## config.mk

```make
export PLATFORM = sky130hd
export DESIGN_NAME = mux8x1_scan_sequencer
export DESIGN_NICKNAME = d
export VERILOG_FILES = /design/src/rtl/mux8x1_scan_sequencer.sv
export SDC_FILE = /design/constraint.sdc
export NUM_CORES = 1
export LEC_CHECK = 0
export CAP_MARGIN = 25
export CORE_MARGIN = 3
export CORE_UTILIZATION = 51
export CTS_BUF_LIST = sky130_fd_sc_hd__clkbuf_16
export DETAILED_ROUTE_END_ITERATION = 16
export HOLD_SLACK_MARGIN = 0.12
export PLACE_DENSITY_LB_ADDON = 0.3
export SLEW_MARGIN = 0
export SYNTH_ARGS = -nofsm -noshare
export SYNTH_HDL_FRONTEND = slang
export SYNTH_SLANG_ARGS = --single-unit
export TNS_END_PERCENT = 20
```

## constraint.sdc

```tcl
create_clock -name clk -period 4.75 [get_ports clk]
set_clock_uncertainty 0.2 [all_clocks]
set_input_delay 0.7125 -clock clk [delete_from_list [all_inputs] [get_ports clk]]
set_output_delay 0.7125 -clock clk [all_outputs]
set_load 0.01 [all_outputs]
```

## src/rtl/mux8x1_scan_sequencer.sv

```systemverilog
// Drives a word onto an 8:1 mux, walks the select 0..7, and reassembles the
// sampled mux output into data_out, flagging any loopback mismatch.
module mux8x1_scan_sequencer #(
  parameter int DWELL = 1,
  parameter int CNT_W = 4
) (
  input  logic       clk,
  input  logic       rst_n,
  input  logic       start,
  input  logic [7:0] data_in,
  input  logic       mux_y,
  output logic [7:0] mux_i,
  output logic [2:0] mux_sel,
  output logic       busy,
  output logic       done,
  output logic [7:0] data_out,
  output logic       error
);

  typedef enum logic [0:0] {
    IDLE = 1'b0,
    SCAN = 1'b1
  } state_t;

  localparam logic [CNT_W-1:0] DWELL_LAST = CNT_W'(DWELL - 1);

  state_t           state_q, state_d;
  logic [CNT_W-1:0] dwell_q, dwell_d;
  logic [2:0]       sel_q, sel_d;
  logic [7:0]       mux_i_q, mux_i_d;
  logic             busy_q, busy_d;
  logic             done_q, done_d;
  logic [7:0]       data_out_q, data_out_d;
  logic             error_q, error_d;
  logic [6:0]       cap_q, cap_d;
  logic [7:0]       word_s;

  // Next-state and output computation for the scan sequencer
  always_comb begin
    state_d    = state_q;
    dwell_d    = dwell_q;
    sel_d      = sel_q;
    mux_i_d    = mux_i_q;
    busy_d     = busy_q;
    done_d     = 1'b0;
    data_out_d = data_out_q;
    error_d    = error_q;
    cap_d      = cap_q;
    // Bit 7 is never stored: the final sample goes straight into the result.
    word_s     = {mux_y, cap_q};
    case (state_q)
      IDLE: begin
        if (start) begin
          mux_i_d = data_in;
          sel_d   = 3'd0;
          dwell_d = '0;
          busy_d  = 1'b1;
          state_d = SCAN;
        end else begin
          state_d = IDLE;
        end
      end
      SCAN: begin
        if (dwell_q < DWELL_LAST) begin
          dwell_d = dwell_q + CNT_W'(1);
        end else begin
          dwell_d = '0;
          for (int k = 0; k < 7; k++) begin
            if (sel_q == 3'(k)) begin
              cap_d[k] = mux_y;
            end else begin
              cap_d[k] = cap_q[k];
            end
          end
          if (sel_q != 3'd7) begin
            sel_d = sel_q + 3'd1;
          end else begin
            data_out_d = word_s;
            error_d    = (word_s != mux_i_q);
            done_d     = 1'b1;
            busy_d     = 1'b0;
            sel_d      = 3'd0;
            state_d    = IDLE;
          end
        end
      end
      default: begin
        state_d = IDLE;
        busy_d  = 1'b0;
      end
    endcase
  end

  // State and output registers with asynchronous active-low reset
  always_ff @(posedge clk or negedge rst_n) begin
    if (!rst_n) begin
      state_q    <= IDLE;
      dwell_q    <= '0;
      sel_q      <= 3'd0;
      mux_i_q    <= 8'd0;
      busy_q     <= 1'b0;
      done_q     <= 1'b0;
      data_out_q <= 8'd0;
      error_q    <= 1'b0;
      cap_q      <= 7'd0;
    end else begin
      state_q    <= state_d;
      dwell_q    <= dwell_d;
      sel_q      <= sel_d;
      mux_i_q    <= mux_i_d;
      busy_q     <= busy_d;
      done_q     <= done_d;
      data_out_q <= data_out_d;
      error_q    <= error_d;
      cap_q      <= cap_d;
    end
  end

  assign mux_i    = mux_i_q;
  assign mux_sel  = sel_q;
  assign busy     = busy_q;
  assign done     = done_q;
  assign data_out = data_out_q;
  assign error    = error_q;

endmodule

```

==> flow_summary.toml <==
[global_routing]
grt_use_total = 0.183
grt_max_degree = 31
grt_antenna_before_repair = 0
first_global_vias = 917
grt_pass1_wl_mm = 4.36
overflow = 0

[yosys]
synth_edf_count = 0
synth_seq_cells = 30
yosysSeqAreaShare = 0.560
synthCells = 100
synth_commonest_cells = "dfrtp_1 (30), mux2_2 (23), xor2_1 (8), ha_1 (7), inv_1 (6)"
synth_flop_cell = "dfrtp_1"
yosysTopAreaCellShare = 0.560
synth.largest_area_cell = "dfrtp_1"
synthArstFlopShare = 1.00
syn_area_um2 = 1340
avgSynthCellArea_um2 = 13.4
synth_warnings = 0
synth.distinct_cells = 20
synth.area.top_cells = "dfrtp_1 (56%), mux2_2 (19%), ha_1 (6.5%)"
syn_nets = 119
yosysMostFrequentCell = "dfrtp_1"

[timing]
setup_ws_ns = 2.36
setup_viol = 0
setup_tns_ns = 0
hold_violations = 0
period_needed_ns = 2.39
worstMarginPinSlew_ns = 0.819
slew_headroom = 0.453
holdWs_ns = 0.302
rsz0062_at_grt = "false"
fmaxAchievable_ghz = 0.418
maxSlewViolCount = 0
post-route-period-util = 0.503

[detailed_routing]
viasPerCell = 5.31
drc = 0
drtAntennaViolNets = 0
finalWirelength_mm = 2.58
drt-pass1-iter-count = 3
wl_per_cell_um = 15.5
vias = 881
initialDrtViolationCount = 9

[clocking]
clockBufferDepth = 2
cts_setup_buffers = 0
cts_tree = "done"
hold_buffers = 0
cts-root-buf = "clkbuf_16"
insertion_delay_ns = 0.27
htree_levels = 2
numCtsBuffers = 5
cts_sinks = 30
path_clk_slew_ns = 0.05
ctsResizeCount = 0

[die]
dieWidth_um = 57.3
die_y_um = 57.3
core_um2 = 2340
dieArea_um2 = 3280
ios = 34
row_count = 17
start_util = 0.573

[placed_design]
place_congestion = 0.771
post-dp-hpwl_mm = 1.88
dp_slack_ns = 2.05
io_buffers = 33
dpl.cell_count = 159

[worst_setup_path]
required_ns = 4.70
path_cells = "clkdlybuf4s50_1 > nor2b_1 > mux2_2"
endpoint_kind = "flop"
critPathMaxFanout = 9
cp-start-kind = "primary input"
criticalPathCategory = "in2reg"
cpPeakStageDelay_ns = 0.68
worstPathArrival_ns = 2.34
slowest_stage = "nor2b_1"

[power]
pwr-share-clk = 0.217
finalPower_uw = 1290
swShare = 0.316
p_int_uw = 880
ir_drop_mv = 0.479
power_switching_uw = 408
comb_power_share = 0.399
power.leakage_uw = 0.000821
seqPwrFrac = 0.383
powerDensity_nw_per_um2 = 706

[status]
status = "finished clean"

[worst_hold_path]
hp-class = "reg2reg"

[run]
drv_cap = 0

[finish]
antenna_cells = 0
final_cell_count_no_fill = 166
fin_nets = 157
drive_gt1_frac = 0.217
area_growth_pct = 36.1
-- final cells by class --
cell class	count	area, µm²
clock buffers	5	125
multi-input cells	61	546
flip-flops and latches	30	751
well taps	28	35.0
repair buffers	34	338
fillers	156	515
clock inverters	2	7.51
inverters	6	22.5
-- cell families after synthesis --
group,synth area share
AOI/OAI and AO/OA,0.0336
adders and majority gates,0.0654
xor gates and xnor gates,0.0523
muxes,0.193
buffers and inverters,0.0327
and+or+nand+nor,0.0626
DFF,0.560
-- critical path: cells and delay by family --
| kind | cells | cell delay [ns] |
|---|---|---|
| simple gates | 1 | 0.68 |
| buf+inv | 1 | 0.53 |
| mux | 1 | 0.41 |
-- sequential cells by signal, summed over array words and instances (netlist names) --
name / flops
mux_i: 8
state_q: 1
busy: 1
done: 1
cap_q: 7
data_out: 8
error: 1
mux_sel: 3
-- per-stage QoR --
step / util / instance area, µm²
global placement: 0.723 / 1690
detailed placement: 0.723 / 1690
finish: 0.780 / 1820
CTS: 0.780 / 1820
floorplan: - / 1340
global route: 0.780 / 1820
-- power by group through the flow --
stage                     sequential [µW]  clock, µW  combinational, µW
after floorplan                       509          0                254
after global placement                488          0                495
after detailed placement              500          0                516
after CTS                             497        286                523
after global routing                  517        295                556
final                                 494        280                514
-- final timing paths --
path,start,endpoint,slack [ns],cells after the start
setup / recovery,start,mux_i[5]$_DFFE_PN0P_,2.36,3
hold / removal,data_out[5]$_DFFE_PN0P_,data_out[5]$_DFFE_PN0P_,0.30,1
setup reg to reg,state_q$_DFF_PN0_,mux_i[5]$_DFFE_PN0P_,2.78,2
hold reg to reg,data_out[5]$_DFFE_PN0P_,data_out[5]$_DFFE_PN0P_,0.30,1
max in group asynchronous,rst_n,cap_q[2]$_DFFE_PN0P_,3.45,2
min in group asynchronous,rst_n,error$_DFFE_PN0P_,0.63,2
-- layer usage --
layer / share of wire / vias up / GRT usage
met2: 0.51 / 24 / 0.302
met1: 0.41 / 430 / 0.210
li1: - / 421 / -
met5: 0 / - / 0
met4: 0.017 / 0 / 0.0695
met3: 0.059 / 6 / 0.0814
-- placed cells by master, fill, tap and decap left out --
| master | netlist | final |
|---|---|---|
| o22ai_1 | 1 | 1 |
| nand3_1 | 3 | 3 |
| a22o_1 | 2 | 2 |
| a31oi_1 | 1 | 1 |
| o31ai_1 | 1 | 1 |
| inv_1 | 6 | 8 |
| buf_4 | 0 | 1 |
| mux2_2 | 23 | 23 |
| and2b_1 | 1 | 1 |
| nand2_2 | 1 | 1 |
| nand2_1 | 4 | 4 |
| clkdlybuf4s50_1 | 0 | 33 |
| nor4_1 | 2 | 2 |
| nor2b_1 | 1 | 1 |
| clkbuf_16 | 0 | 5 |
| dfrtp_1 | 30 | 30 |
| nand2b_1 | 1 | 1 |
| a21o_1 | 1 | 1 |
| ha_1 | 7 | 7 |
| nor2_1 | 4 | 4 |
| xor2_1 | 8 | 8 |
No activity file was read; power rests on OpenSTA's default activity.
